===== src/rtl/mux8_rr_sched_pkg.sv =====
// Shared constants, state encoding and helpers for the mux8_rr_sched round-robin scheduler.
package mux8_rr_sched_pkg;

    localparam int NUM_REQ         = 8;
    localparam int SEL_W           = 3;
    localparam int DEF_BURST_LEN   = 4;
    localparam int DEF_TIMEOUT_CYC = 15;

    typedef enum logic {
        S_IDLE  = 1'b0,
        S_GRANT = 1'b1
    } state_t;

    function automatic logic [NUM_REQ-1:0] onehot(input logic [SEL_W-1:0] idx);
        logic [NUM_REQ-1:0] v;
        v      = '0;
        v[idx] = 1'b1;
        return v;
    endfunction

endpackage


===== src/rtl/rr_pick8.sv =====
// Rotate-priority picker: first set bit of req scanning ptr, ptr+1, ... wrapping 7->0.
module rr_pick8
    import mux8_rr_sched_pkg::*;
(
    input  logic [NUM_REQ-1:0] req,
    input  logic [SEL_W-1:0]   ptr,
    output logic [SEL_W-1:0]   idx,
    output logic               any
);

    logic [SEL_W-1:0] cand;

    // Scan from the farthest offset down so the closest hit to ptr wins last.
    always_comb begin
        idx  = '0;
        cand = '0;
        any  = |req;
        for (int k = NUM_REQ - 1; k >= 0; k--) begin
            cand = ptr + SEL_W'(k);
            if (req[cand]) idx = cand;
        end
    end

endmodule


===== src/rtl/mux8_rr_sched.sv =====
// Round-robin scheduler driving the select of a shared 8x1 mux with bounded bursts.
// Optional stall watchdog enabled by defining MUX8_SCHED_TIMEOUT_EN.
module mux8_rr_sched
    import mux8_rr_sched_pkg::*;
#(
    parameter int BURST_LEN   = DEF_BURST_LEN,
    parameter int TIMEOUT_CYC = DEF_TIMEOUT_CYC
) (
    input  logic               clk,
    input  logic               rst_n,
    input  logic               en,
    input  logic [NUM_REQ-1:0] req,
    input  logic               out_ready,
    output logic [SEL_W-1:0]   sel,
    output logic [NUM_REQ-1:0] grant,
    output logic               out_valid,
    output logic [3:0]         beat_cnt,
    output logic               timeout
);

    if (BURST_LEN < 1 || BURST_LEN > 16 || TIMEOUT_CYC < 1 || TIMEOUT_CYC > 255) begin : g_bad_cfg
        $error("mux8_rr_sched: BURST_LEN or TIMEOUT_CYC out of range");
    end

    state_t             state, state_n;
    logic [SEL_W-1:0]   sel_n, ptr, ptr_n, pick_ptr, pick_idx;
    logic [NUM_REQ-1:0] grant_n;
    logic [3:0]         beat_n;
    logic               pick_any, xfer, last_beat, dropped, wd_fire, release_now;

    // Handshake: a beat transfers on a rising edge where out_valid && out_ready;
    // out_valid never waits on out_ready, and drops the moment req[sel] drops.
    assign out_valid   = (state == S_GRANT) && req[sel];
    assign xfer        = out_valid && out_ready;
    assign last_beat   = xfer && (beat_cnt == 4'(BURST_LEN - 1));
    assign dropped     = (state == S_GRANT) && !req[sel];
    assign release_now = last_beat || dropped || wd_fire;

    // Scanning from sel+1 leaves the current owner last, so it only wins when alone.
    assign pick_ptr = (state == S_GRANT) ? sel + 3'd1 : ptr;

    rr_pick8 u_pick (
        .req (req),
        .ptr (pick_ptr),
        .idx (pick_idx),
        .any (pick_any)
    );

`ifdef MUX8_SCHED_TIMEOUT_EN
    logic [7:0] stall_cnt;
    logic       timeout_q;
    logic       stalled;

    assign stalled = out_valid && !out_ready;
    assign wd_fire = stalled && (stall_cnt == 8'(TIMEOUT_CYC - 1));
    assign timeout = timeout_q;

    always_ff @(posedge clk or negedge rst_n) begin
        if (!rst_n) begin
            stall_cnt <= '0;
            timeout_q <= 1'b0;
        end else begin
            timeout_q <= wd_fire;
            if (state != S_GRANT || release_now || xfer) stall_cnt <= '0;
            else if (stalled)                            stall_cnt <= stall_cnt + 8'd1;
        end
    end
`else
    assign wd_fire = 1'b0;
    assign timeout = 1'b0;
`endif

    always_comb begin
        state_n = state;
        sel_n   = sel;
        grant_n = grant;
        beat_n  = beat_cnt;
        ptr_n   = ptr;
        case (state)
            S_IDLE: begin
                if (en && pick_any) begin
                    state_n = S_GRANT;
                    sel_n   = pick_idx;
                    grant_n = onehot(pick_idx);
                    beat_n  = '0;
                end
            end
            S_GRANT: begin
                if (release_now) begin
                    ptr_n  = sel + 3'd1;
                    beat_n = '0;
                    if (en && pick_any) begin
                        sel_n   = pick_idx;
                        grant_n = onehot(pick_idx);
                    end else begin
                        state_n = S_IDLE;
                        grant_n = '0;
                    end
                end else if (xfer) begin
                    beat_n = beat_cnt + 4'd1;
                end
            end
            default: begin
                state_n = S_IDLE;
                grant_n = '0;
                beat_n  = '0;
            end
        endcase
    end

    always_ff @(posedge clk or negedge rst_n) begin
        if (!rst_n) begin
            state    <= S_IDLE;
            sel      <= '0;
            grant    <= '0;
            beat_cnt <= '0;
            ptr      <= '0;
        end else begin
            state    <= state_n;
            sel      <= sel_n;
            grant    <= grant_n;
            beat_cnt <= beat_n;
            ptr      <= ptr_n;
        end
    end

endmodule


===== config.mk =====
export PLATFORM = sky130hd
export DESIGN_NAME = mux8_rr_sched
export DESIGN_NICKNAME = d
export VERILOG_FILES = /design/src/rtl/mux8_rr_sched_pkg.sv /design/src/rtl/rr_pick8.sv /design/src/rtl/mux8_rr_sched.sv
export SDC_FILE = /design/constraint.sdc
export NUM_CORES = 1
export LEC_CHECK = 0
export ABC_CLOCK_PERIOD_IN_PS = 6130
export BUFFER_PORTS_ARGS = -buffer_cell sky130_fd_sc_hd__buf_4
export CORE_ASPECT_RATIO = 1.1
export CORE_UTILIZATION = 50
export CTS_BUF_LIST = sky130_fd_sc_hd__clkbuf_16
export DETAILED_ROUTE_END_ITERATION = 7
export MAX_ROUTING_LAYER = met4
export PLACE_DENSITY = 0.72
export SLEW_MARGIN = 20
export SYNTH_ARGS = -nofsm -noshare
export SYNTH_HDL_FRONTEND = slang
export SYNTH_SLANG_ARGS = --single-unit

===== constraint.sdc =====
create_clock -name clk -period 6.13 [get_ports clk]
set_input_delay 0.9195 -clock clk [delete_from_list [all_inputs] [get_ports clk]]
set_output_delay 0.9195 -clock clk [all_outputs]
set_load 0.05 [all_outputs]

After elaboration in Yosys (flattened, before gate mapping) --
Index checks and enable logic that the tools add are counted.
Operators by class: bitwise gates (word level) 1, add/sub/neg operators 9, reduce and logical (&&, ||, !) cells 12, mux-type cells 43, order comparisons 11, equal/unequal tests 4
Operators with widths (number):
- $lt A3 B4 Y1 const B | 10
- $mux W3 | 11
- $bmux W1 S3 | 9
- $mux W8 | 3
- $pmux W8 S2 | 1
- $add A3 B3 Y3 const B | 4
- $mux W1 | 12
- $mux W4 | 3
- $pmux W4 S2 | 1
- $reduce_or A8 Y1 | 1
- $add A3 B1 Y3 const B | 2
- $add A3 B2 Y3 const B | 2
- $logic_and A1 B1 Y1 | 6
- $pmux W3 S2 | 1
- $reduce_and A2 Y1 | 3
- $add A4 B1 Y4 const B | 1
- $eq A4 B2 Y1 const B | 1
- $demux W1 S3 | 1
- $ge A3 B1 Y1 const B | 1
- $ne A3 B1 Y1 const B | 1
- $ne A2 B1 Y1 const B | 1
- $ne A2 B2 Y1 const B | 1
- $pmux W1 S2 | 1
- $logic_not A1 Y1 | 1
- other kinds (2) | 2
Word-level totals: register bits 19, word-level logic and storage cells 85

Longest topological paths before layout --
Gate-level depths: netlist (run 1).
word-level depth 20, depth in mapped cells 13, gate-level depth less buffers 12

Cells and area by module --
Synthesis (run 1) repeated with hierarchy kept, for this count alone.
Second synthesis, totals: cells, all modules 178, area total of the unflattened synthesis 1818.0 µm²
By module, submodules not included:
- mux8_rr_sched | instances 1, area each 1026.0 µm², cells each 93
- rr_pick8 | instances 1, area each 792.0 µm², cells each 85

Worst setup path before layout (run 1) --
No wires, ideal clock.
kind register -> register, start register sel[0], end register grant[1], stages on the path, launching flop included 13, setup slack 2.371 ns, clock period less this slack 3.759 ns, data arrival time 3.663 ns, cells stage by stage dfrtp_1 > ha_1 > mux2i_2 > inv_2 > buf_1 > ha_1 > mux4_2 > mux2_4 > a21oi_1 > nor2_1 > o211a_1 > or3b_4 > o31ai_1
Between the ends: longest elaborated chain between the ends 20, elaborated cells between the ends (all ways) 52
Ends and longest elaborated chain:
- start, declared | line mux8_rr_sched.sv:14 | output logic [SEL_W-1:0] sel,
- start signal, assigned | line mux8_rr_sched.sv:120 | sel <= sel_n;
- $add A3 B1 Y3 | line mux8_rr_sched.sv:40 | assign pick_ptr = (state == S_GRANT) ? sel + 3'd1 : ptr;
- $mux W3 | line mux8_rr_sched.sv:40
- $add A3 B3 Y3 | line rr_pick8.sv:19 | cand = ptr + SEL_W'(k);
- $bmux W1 S3 | line rr_pick8.sv:20 | if (req[cand]) idx = cand;
- $mux W1 (implied by the code) | line rr_pick8.sv:20
- $mux W3 (8 in series) | line rr_pick8.sv:20
- $lt A3 B4 Y1 (implied by the code) / $ge A3 B1 Y1 (equally long branches) | line mux8_rr_sched_pkg.sv:17 | v[idx] = 1'b1;
- $logic_and A1 B1 Y1 (implied by the code) | line mux8_rr_sched_pkg.sv:17
- $mux W1 (implied by the code) | line mux8_rr_sched_pkg.sv:17
- $demux W1 S3 | line mux8_rr_sched_pkg.sv:17
- $mux W8 | line mux8_rr_sched.sv:92 | if (en && pick_any) begin
- $mux W8 | line mux8_rr_sched.sv:89 | if (release_now) begin
- $pmux W8 S2 | line mux8_rr_sched.sv:79 | case (state)
- end signal, assigned | line mux8_rr_sched.sv:121 | grant <= grant_n;
- end, declared | line mux8_rr_sched.sv:15 | output logic [NUM_REQ-1:0] grant,
Parallel ways exist; a longest one is shown, timed or not. The select of a mux whose other input is x is not followed. A chain may end at the register's enable or synchronous reset.

Worst setup path in the final report (run 1) --
start register sel[0], end register grant[7]
The elaborated chain is that of the path after synthesis.

==> results of run 1 <==
## worst max path at each step
stage	start	end	slack, ns	depth (start not counted)
6_report	sel[0]	grant[7]	1.90	12
3_5_place_dp	sel[0]	grant[7]	2.01	12
2_1_floorplan	sel[0]	grant[1]	2.37	12
5_1_grt	sel[0]	grant[1]	1.62	12
3_3_place_gp	sel[0]	grant[1]	2.11	11
4_1_cts	sel[0]	grant[7]	1.99	12
## Yosys cell counts (2+ instances only)
master	instances	share of area, %
o21a_1	4	1.6
mux2_2	3	1.9
nor3b_1	2	0.82
nor4_1	2	0.69
a21o_1	2	0.82
mux4_2	3	3.7
o31ai_1	11	4.5
o21ai_0	14	3.8
dfrtp_1	19	26
nor2_1	14	2.9
a211oi_1	3	1.2
inv_1	7	1.4
a21oi_1	18	4.9
nor2b_1	3	1.0
a31oi_1	4	1.4
and3_1	4	1.4
clkbuf_1	2	0.41
nand3_1	12	3.3
buf_2	3	0.82
mux2i_1	8	4.4
and2_1	2	0.69
nand2_1	25	5.1
a22o_1	2	0.96
o21ai_1	6	1.6
ha_1	3	2.1
nor3_1	6	1.6
nand4_1	2	0.69
a221oi_1	4	1.9
inv_2	2	0.41
nand2b_1	3	1.0
## logic make-up (layout without fill, tap and decap cells)
kind of cell               Yosys count  count (layout)
and+or+nand+nor                     81              81
AOI/OAI and AO/OA                   84              84
xor gates and xnor gates             2               2
muxes                               17              17
other                                1               1
adders and majority gates            3               3
DFF                                 19              19
buffers and inverters               17              40
## metrics by stage
stage | hold slack, ns | setup WS [ns] | cell area (sq um) | util [%]
6_report | 0.4807 | 1.897 | 2120 | 62.10
5_1_grt | 0.5110 | 1.622 | 2120 | 62.10
4_1_cts | 0.4889 | 1.993 | 2120 | 62.10
3_5_place_dp | 0.4762 | 2.015 | 2041 | 59.79
3_3_place_gp | 0.4638 | 2.113 | 2041 | 59.79
2_1_floorplan | 0.4663 | 2.371 | 1823 | -
## cell type report
cell class,instances,area [sq um]
Fill cell,326,1294
Multi-Input combinational cell,188,1269
Sequential cell,19,475.5
Timing Repair Buffer,27,202.7
Clock buffer,3,75.07
Tap cell,48,60.06
Inverter,9,33.78
Clock inverter,1,3.754
## metal layers
metal | global-route usage [%] | part of all wire (%) | vias up
li1 | - | - | 900
met1 | 40.15 | 44 | 854
met2 | 43.96 | 47 | 81
met3 | 4.921 | 8.1 | 7
met4 | 7.558 | 0.99 | 0
met5 | - | 0 | -
## state kept, by name, summed over array words and instances (netlist names)
signal	cells
grant	8
beat_cnt	4
ptr	3
sel	3
state	1
## cells in the final DEF (no fill, tap or decap), types with 2 or more instances in the layout
master	instances
nor2_1	14
dfrtp_1	19
nor4_1	2
nor3_1	6
and3_1	4
nand3_1	12
ha_1	3
nand2b_1	3
a211oi_1	3
a22o_1	2
mux4_2	3
inv_1	8
a21o_1	2
buf_4	27
and2_1	2
nand4_1	2
o21ai_0	14
clkbuf_16	3
nor2b_1	3
o21a_1	4
o31ai_1	11
a21oi_1	18
inv_2	2
nor3b_1	2
nand2_1	25
o21ai_1	6
mux2i_1	8
a31oi_1	4
a221oi_1	4
mux2_2	3
## worst max-delay path, delay by kind of cell, from the launching register on
| family | cells | cell delay, ns |
|---|---|---|
| AO/OA/AOI/OAI | 3 | 0.60 |
| buffers and inverters | 1 | 0.31 |
| AND/OR/NAND/NOR | 2 | 0.49 |
| adder cells (fa/ha/maj) | 2 | 0.84 |
| multiplexers | 4 | 1.40 |
| flip-flops | 1 | 0.47 |
==> results.txt, run 1 <==
Starting Density -> 53.41%
Tcrit/Tclk final -> 69.05%
worst hold stages -> 2
Compound-Gate Fraction of Synth Area -> 30.68%
final WL -> 4974 microns
Die X -> 59.57 microns
via count -> 1842
fin. max-slew vios -> 0
hold_buf cts -> 0
post-synthesis mux area share -> 12.97%
Worst-Skew Late Latency -> 0.25 ns
worst r2r src -> sel[0]
Synth Area in Simple Gates -> 22.31%
Mapped Nets -> 239
diodes inserted -> 0
vias in the first global route -> 1731
R2R Path End -> grant[7]
MaxCap Viol Count -> 0
FF+latch count, synth -> 19
Post-synth EDFFs -> 0
CTS tree -> built
CP Class -> reg -> reg
Fmax -> 0.2363 GHz
placer congestion estimate -> 0.9749
Synth cell types -> 61
share of cells above drive strength 1 -> 19.03%
die height -> 65.33 microns
router iterations before antenna repair -> 4
slowest stage delay, CP -> 0.64 ns
sequential area share after synthesis -> 26.08%
setup TNS -> 0 ns
XOR/XNOR share of the synthesized area -> 1.373%
final net count -> 263
largest family of logic cells by synthesized area -> compound AO/OA/AOI/OAI gates
clock period minus worst slack -> 4.233 ns
Clock Path Buffers -> 2
DRT iter0 DRCs -> 143
core area -> 3413 sq um
Final ANT Viol Nets -> 0
global route overflow -> 0
Syn-to-layout area delta -> 16.27%
final count of hold timing violations -> 0
synthesized area per cell -> 8.138 sq um
Critical Path Sink Type -> register
vias per cell -> 6.244
RSZ-0062 raised after global routing -> false
synth warn -> 0
placed cell count -> 291
CP max FO -> 17
Post-CTS Setup Bufs -> 0
H-Tree Depth -> 1
Cell Count, Final, Fillers Out -> 295
HP Start -> grant[3]
min-delay worst type -> reg -> reg
hold endpoint -> grant[3]
Startpoint Class -> register
GRT Total Usage -> 29.02%
Synth Area in Adders -> 2.059%
largest net degree at the start of global routing -> 21
PostCTS Resize Cnt -> 0
final setup fails -> 0
Clock Sinks -> 19
Slowest-stage cell, CP -> mux2i_2
first-pass GRT wire length -> 8335 microns
CP required -> 6.27 ns
# DRC -> 0
io pins -> 29
Least-Margin Pin Slew -> 0.7772 ns
Mapped Area -> 1823 sq um
R2R setup slack -> 1.90 ns
Max-slew headroom -> 47.16%
Worst Clk Skew -> 0.001155 ns
async set-reset flop share out of synthesis -> 100.0%
DIE AREA -> 3892 sq um
Top FF cell, synth -> dfrtp_1
Reg2Reg Depth -> 12
clock root cell -> clkbuf_16
DP Wirelength -> 3750 microns
critical-path cell list -> ha_1 > mux2i_2 > inv_2 > ha_1 > mux2i_1 > mux2i_1 > mux2_4 > a21oi_1 > nor2_1 > o211a_1 > or3b_4 > o31ai_1
Mapped Cells -> 224
CTS clk-pin slew, worst paths -> 0.05 ns
Port Buffers -> 27
Inserted Clock Buffers -> 3
WL/cell -> 16.86 microns
Cell Rows -> 22
status -> completed
initial antenna violation count -> 0
arrival time at the worst endpoint -> 4.38 ns
Power of run 1 is not shown: default switching activity piles up to over one toggle a cycle in this logic, so the estimate is an artifact.
==> run 2: changes to the inputs <==
--- a/config.mk
+++ b/config.mk
@@ -5,7 +5,7 @@
 export SDC_FILE = /design/constraint.sdc
 export NUM_CORES = 1
 export LEC_CHECK = 0
-export ABC_CLOCK_PERIOD_IN_PS = 6130
+export ABC_CLOCK_PERIOD_IN_PS = 3900
 export BUFFER_PORTS_ARGS = -buffer_cell sky130_fd_sc_hd__buf_4
 export CORE_ASPECT_RATIO = 1.1
 export CORE_UTILIZATION = 50
==> constraint.sdc (replaced) <==
create_clock -name clk -period 3.9 [get_ports clk]
set_input_delay 0.585 -clock clk [delete_from_list [all_inputs] [get_ports clk]]
set_output_delay 0.585 -clock clk [all_outputs]
set_load 0.05 [all_outputs]
==> run 2 against run 1 <==
Final area grew 2.2%. Non-clock buffer count grew 6. Fmax grew 24%. First-iteration DRC count grew 33%. Core utilization grew 1.4 points. Critical path depth shrank 1. Die area is the same. Count of clock-buffer cells in the layout is the same. Register-to-register slack lost 1.4 ns. Critical path type unchanged. Critical endpoint is now sel[1]. Largest cell class unchanged.
==> results.txt, run 2 (synthesis results as in run 1) <==
GRT Total Usage -> 27.89% (-1.1 points)
CTS clk-pin slew, worst paths -> 0.05 ns (about the same)
Worst-Skew Late Latency -> 0.25 ns (about the same)
Startpoint Class -> register
Die X -> 59.57 microns (unchanged)
final setup fails -> 0 (unchanged)
DRT iter0 DRCs -> 190 (+33%)
clock root cell -> clkbuf_16
largest net degree at the start of global routing -> 20 (-4.8%)
final net count -> 269 (+2.3%)
core area -> 3413 sq um (unchanged)
MaxCap Viol Count -> 0 (unchanged)
Max-slew headroom -> 63.53% (+16 points)
WL/cell -> 15.87 microns (-5.9%)
status -> completed
router iterations before antenna repair -> 4 (unchanged)
Clock Path Buffers -> 2 (unchanged)
Tcrit/Tclk final -> 87.23% (+18 points)
FILL cells -> 316 (-3.1%)
Post-CTS Setup Bufs -> 0 (unchanged)
RSZ-0062 raised after global routing -> false
DP Wirelength -> 3686 microns (-1.7%)
CP Class -> reg -> reg
Largest regs -> grant: 8 flops, beat_cnt: 4 flops
CP most frequent cell -> mux2i_1
CP max FO -> 8 (-9)
most frequent cells in the layout -> buf_4, nand2_1, dfrtp_1, a21oi_1
# DRC -> 0 (unchanged)
Critical Path Sink Type -> register
die height -> 65.33 microns (unchanged)
Fmax -> 0.2940 GHz (+24%)
min-delay worst type -> in -> async
max reg flops -> 8 (unchanged)
first-pass GRT wire length -> 8045 microns (-3.5%)
Syn-to-layout area delta -> 18.81%
Inserted Clock Buffers -> 3 (unchanged)
Worst Clk Skew -> 0.004792 ns (+0.003637 ns)
initial antenna violation count -> 0 (unchanged)
Least-Margin Pin Slew -> 0.5413 ns (-0.2358 ns)
arrival time at the worst endpoint -> 3.53 ns (-0.85 ns)
vias per cell -> 6.203 (-0.66%)
placer congestion estimate -> 0.9320 (-4.4%)
H-Tree Depth -> 1 (unchanged)
via count -> 1867 (+1.4%)
Final ANT Viol Nets -> 0 (unchanged)
setup TNS -> 0 ns (unchanged)
clock period minus worst slack -> 3.402 ns (-0.8307 ns)
largest reg by FF count -> grant
slowest stage delay, CP -> 0.47 ns (-0.17 ns)
R2R setup slack -> 0.50 ns (-1.40 ns)
io pins -> 29 (unchanged)
Slowest-stage cell, CP -> dfrtp_1
fin. max-slew vios -> 0 (unchanged)
vias in the first global route -> 1674 (-3.3%)
critical-path cell list -> ha_1 > mux2i_2 > inv_2 > ha_1 > mux2i_1 > mux2i_1 > mux2i_1 > o41ai_1 > a221oi_1 > a21boi_1 > mux2_2
final count of hold timing violations -> 0 (unchanged)
DIE AREA -> 3892 sq um (unchanged)
hold_buf cts -> 0 (unchanged)
share of cells above drive strength 1 -> 21.34% (+2.3 points)
Clock Sinks -> 19 (unchanged)
PostCTS Resize Cnt -> 0 (unchanged)
most common cell after layout, fill and taps aside -> buf_4
final WL -> 4778 microns (-3.9%)
Cell Rows -> 22 (unchanged)
CTS tree -> built
global route overflow -> 0 (unchanged)
diodes inserted -> 0 (unchanged)
CP required -> 4.03 ns (-2.24 ns)
Port Buffers -> 27 (unchanged)
Starting Density -> 53.41% (unchanged)
==> run 2: cell types whose count changed in the layout (fill, tap and decap cells not counted), sizes merged <==
cell and delta:
buf +6, clkinv +1, inv -1
==> run 2: critical path: cells and delay by family (launching register included) <==
family	cells	cell delay, ns
AOI/OAI and AO/OA	3	0.77
adders and majority gates	2	0.77
buffers and inverters	1	0.06
DFF	1	0.47
muxes	5	1.23
==> run 2: per-layer routing <==
metal	share of wire (%)	GRT usage (%)
met2	47	41.99
met4	1.6	6.686
met5	0	-
met1	44	39.37
met3	7.1	4.528
==> run 2: cell type report <==
| class | count | area [sq um] | share of cell area (%) |
|---|---|---|---|
| multi-input combinational | 188 | 1269 | 58.58 |
| sequential | 19 | 475.5 | 21.95 |
| timing repair buffer | 33 | 247.7 | 11.44 |
| clock buffer | 3 | 75.07 | 3.466 |
| tap | 48 | 60.06 | 2.773 |
| inverter | 9 | 33.78 | 1.560 |
| clock inverter | 1 | 5.005 | 0.2311 |
==> run 2: stage by stage <==
stage / hold slack [ns] / utilization [%] / setup WS (ns) / std cells / cell area [sq um]
global route: 0.2083 / 63.45 / 0.1530 / 301 / 2166
detailed placement: 0.4675 / 61.11 / 0.5413 / 297 / 2086
floorplan: 0.2894 / - / 0.1412 / 224 / 1823
CTS: 0.2017 / 63.45 / 0.5226 / 301 / 2166
finish: 0.1950 / 63.45 / 0.4982 / 301 / 2166
global placement: 0.4650 / 61.11 / 0.5685 / 297 / 2086
==> run 2: path summary, 6_finish.rpt <==
kind	from	end	cells after the start
setup / recovery	sel[0]	sel[1]	11
hold / removal	rst_n	beat_cnt[2]	1
setup reg to reg	sel[0]	sel[1]	11
hold reg to reg	grant[6]	grant[6]	2
max in group asynchronous	rst_n	sel[1]	1
min in group clk	grant[6]	grant[6]	2
Power of run 2 is left out for the same reason.
==> run 3: changes to the inputs <==
--- a/config.mk
+++ b/config.mk
@@ -5,6 +5,7 @@
 export SDC_FILE = /design/constraint.sdc
 export NUM_CORES = 1
 export LEC_CHECK = 0
+export ABC_AREA = 1
 export ABC_CLOCK_PERIOD_IN_PS = 3900
 export BUFFER_PORTS_ARGS = -buffer_cell sky130_fd_sc_hd__buf_4
 export CORE_ASPECT_RATIO = 1.1
==> run 3 against run 2 <==
Core utilization decreased by 3.1 points. Count of clock-buffer cells in the layout is the same. Critical path depth rose by 10. Fmax increased by 20%. Synthesized cell count increased by 41%. Sequential cell count stayed put. Area after synthesis increased by 3.7%. Non-clock buffer count decreased by 6. Critical endpoint is now grant[2]. Via count grew 6.4%. Clock skew decreased by 0.00067 ns. Die area is 3.6% higher.
==> results.txt, run 3 <==
status -> completed
R2R setup slack -> 1.07 ns (+0.57 ns)
Syn-to-layout area delta -> 15.82%
synth warn -> 0 (unchanged)
Synth Area in Simple Gates -> 53.14% (+31 points)
Fmax -> 0.3529 GHz (+20%)
Startpoint Class -> register
CP required -> 4.09 ns (+0.06 ns)
via count -> 1987 (+6.4%)
synthesized area per cell -> 6.002 sq um (-26%)
WL/cell -> 11.58 microns (-27%)
share of cells above drive strength 1 -> 20.18% (-1.2 points)
final count of hold timing violations -> 0 (unchanged)
clock root cell -> clkbuf_16
Worst-Skew Late Latency -> 0.25 ns (about the same)
CTS tree -> built
placer congestion estimate -> 0.9232 (-0.94%)
dpl ws -> 1.107 ns (+0.5658 ns)
initial antenna violation count -> 0 (unchanged)
CP Class -> reg -> reg
Worst Clk Skew -> 0.004122 ns (-0.0006707 ns)
post-synthesis mux area share -> 0% (-13 points)
io pins -> 29 (unchanged)
met3 Use GR -> 1.553% (-3.0 points)
Port Buffers -> 27 (unchanged)
Mapped Cells -> 315 (+41%)
arrival time at the worst endpoint -> 3.02 ns (-0.51 ns)
Mapped Area -> 1891 sq um (+3.7%)
Mapped Nets -> 330 (+38%)
largest cells by area after synthesis -> nand2_1, dfrtp_1, nand3_1, nand2_2, inv_1
PostCTS Resize Cnt -> 0 (unchanged)
core area -> 3626 sq um (+6.2%)
GRT Total Usage -> 25.77% (-2.1 points)
Synth cell types -> 31 (-49%)
Largest regs -> grant: 8 flops, beat_cnt: 4 flops
Starting Density -> 52.14% (-1.3 points)
Compound-Gate Fraction of Synth Area -> 8.405% (-22 points)
Tcrit/Tclk final -> 72.65% (-15 points)
vias per cell -> 5.069 (-18%)
setup TNS -> 0 ns (unchanged)
Cell Rows -> 23 (+4.5%)
diodes inserted -> 0 (unchanged)
die height -> 66.49 microns (+1.8%)
sequential area share after synthesis -> 25.15% (-0.93 points)
Critical Path Sink Type -> register
async set-reset flop share out of synthesis -> 100.0% (unchanged)
hold_buf cts -> 0 (unchanged)
most common cell after layout, fill and taps aside -> nand2_1
clock period minus worst slack -> 2.833 ns (-0.5685 ns)
Top FF cell, synth -> dfrtp_1
count leader, synth -> nand2_1
DIE AREA -> 4031 sq um (+3.6%)
RSZ-0062 raised after global routing -> false
MaxCap Viol Count -> 0 (unchanged)
min-delay worst type -> in -> async
fin. max-slew vios -> 0 (unchanged)
router iterations before antenna repair -> 4 (unchanged)
peak-usage layer in the global routing report -> met2
Post-CTS Setup Bufs -> 0 (unchanged)
global route overflow -> 0 (unchanged)
first-pass GRT wire length -> 7783 microns (-3.3%)
max reg flops -> 8 (unchanged)
CTS clk-pin slew, worst paths -> 0.05 ns (about the same)
GR Util met2 -> 45.47% (+3.5 points)
final net count -> 358 (+33%)
largest net degree at the start of global routing -> 20 (unchanged)
Reg2Reg Depth -> 21 (+10)
Final ANT Viol Nets -> 0 (unchanged)
Post-synth EDFFs -> 0 (unchanged)
largest area contributor in the netlist -> nand2_1
H-Tree Depth -> 1 (unchanged)
CP max FO -> 12 (+4)
share of the synthesized area in the top cell type -> 27.40% (+1.3 points)
final setup fails -> 0 (unchanged)
final setup margin -> 1.067 ns (+0.5685 ns)
DP Wirelength -> 3645 microns (-1.1%)
Hold Slack -> 0.1953 ns (+0.0002880 ns)
final WL -> 4539 microns (-5.0%)
vias in the first global route -> 1892 (+13%)
crit path from -> sel[0]
Clock Path Buffers -> 2 (unchanged)
# DRC -> 0 (unchanged)
Clock Sinks -> 19 (unchanged)
largest reg by FF count -> grant
most instantiated cells after synthesis -> nand2_1, nand3_1, inv_1
met1 Use GR -> 30.63% (-8.7 points)
DRT iter0 DRCs -> 99 (-48%)
R2R Path End -> grant[2]
CP Capture Point -> grant[2]
FF+latch count, synth -> 19 (unchanged)
worst r2r src -> sel[0]
Synth Area in Adders -> 1.985% (-0.074 points)
XOR/XNOR share of the synthesized area -> 0.4633% (-0.91 points)
Inserted Clock Buffers -> 3 (unchanged)
largest family of logic cells by synthesized area -> simple AND/OR/NAND/NOR gates
most frequent cells in the layout -> nand2_1, nand3_1, inv_1, buf_4, nand2_2
Die X -> 60.63 microns (+1.8%)
[run 3: cell types whose count changed after synthesis, sizes merged, moves of 5 or more]
cell	change
nor2	-7
o21ai	-8
mux2i	-9
o31ai	-11
nor3	-5
a21oi	-7
nand2	+138
inv	+31
nand3	+30
[run 3: per-stage QoR]
step	area [sq um]	cells	utilization, %
floorplan	1891	315	-
global placement	2110	388	58.18
detailed placement	2110	388	58.18
CTS	2190	392	60.39
global route	2190	392	60.39
finish	2190	392	60.39
[run 3: worst min path at each step]
stage / start / end / depth (start not counted)
floorplan: rst_n / beat_cnt[0] / 0
global placement: rst_n / grant[1] / 1
detailed placement: rst_n / grant[1] / 1
CTS: rst_n / grant[1] / 1
global route: rst_n / grant[6] / 1
finish: rst_n / grant[3] / 1
[run 3: logic make-up (layout without fill, tap and decap cells)]
kind of cell | count (synthesis) | after routing
simple gates | 220 | 220
buf+inv | 44 | 71
compound gates | 27 | 27
flops | 19 | 19
fa+ha+maj | 3 | 3
other cells | 1 | 1
xor+xnor | 1 | 1
[run 3: area by class of cell]
cell class | count | area [sq um]
multi-input combinational | 252 | 1214
fill | 404 | 1436
clock buffer | 3 | 75.07
inverter | 40 | 155.1
sequential | 19 | 475.5
tap | 50 | 62.56
timing repair buffer | 27 | 202.7
clock inverter | 1 | 5.005
[run 3: worst max-delay path, cell delays in order (launching register included)]
cell	delay, ns
dfrtp_1	0.48
ha_1	0.36
nand2_1	0.09
nand2_2	0.17
ha_1	0.40
inv_1	0.09
nand3_1	0.08
nand2_1	0.09
nand2_1	0.07
nand2_1	0.11
inv_2	0.05
nand2_1	0.05
nand2_1	0.04
nand2_1	0.05
nand2_1	0.05
nand2_1	0.06
nand2_2	0.06
nand2_4	0.07
nand2_2	0.07
nor2_4	0.14
nand3_1	0.10
nand2_1	0.08
[run 3: per-layer routing]
| layer | vias to the layer above | part of all wire, % |
|---|---|---|
| met3 | 7 | 2.8 |
| met2 | 40 | 49 |
| met5 | - | 0 |
| li1 | 1043 | - |
| met1 | 897 | 46 |
| met4 | 0 | 1.4 |
Power of run 3 is left out for the same reason.
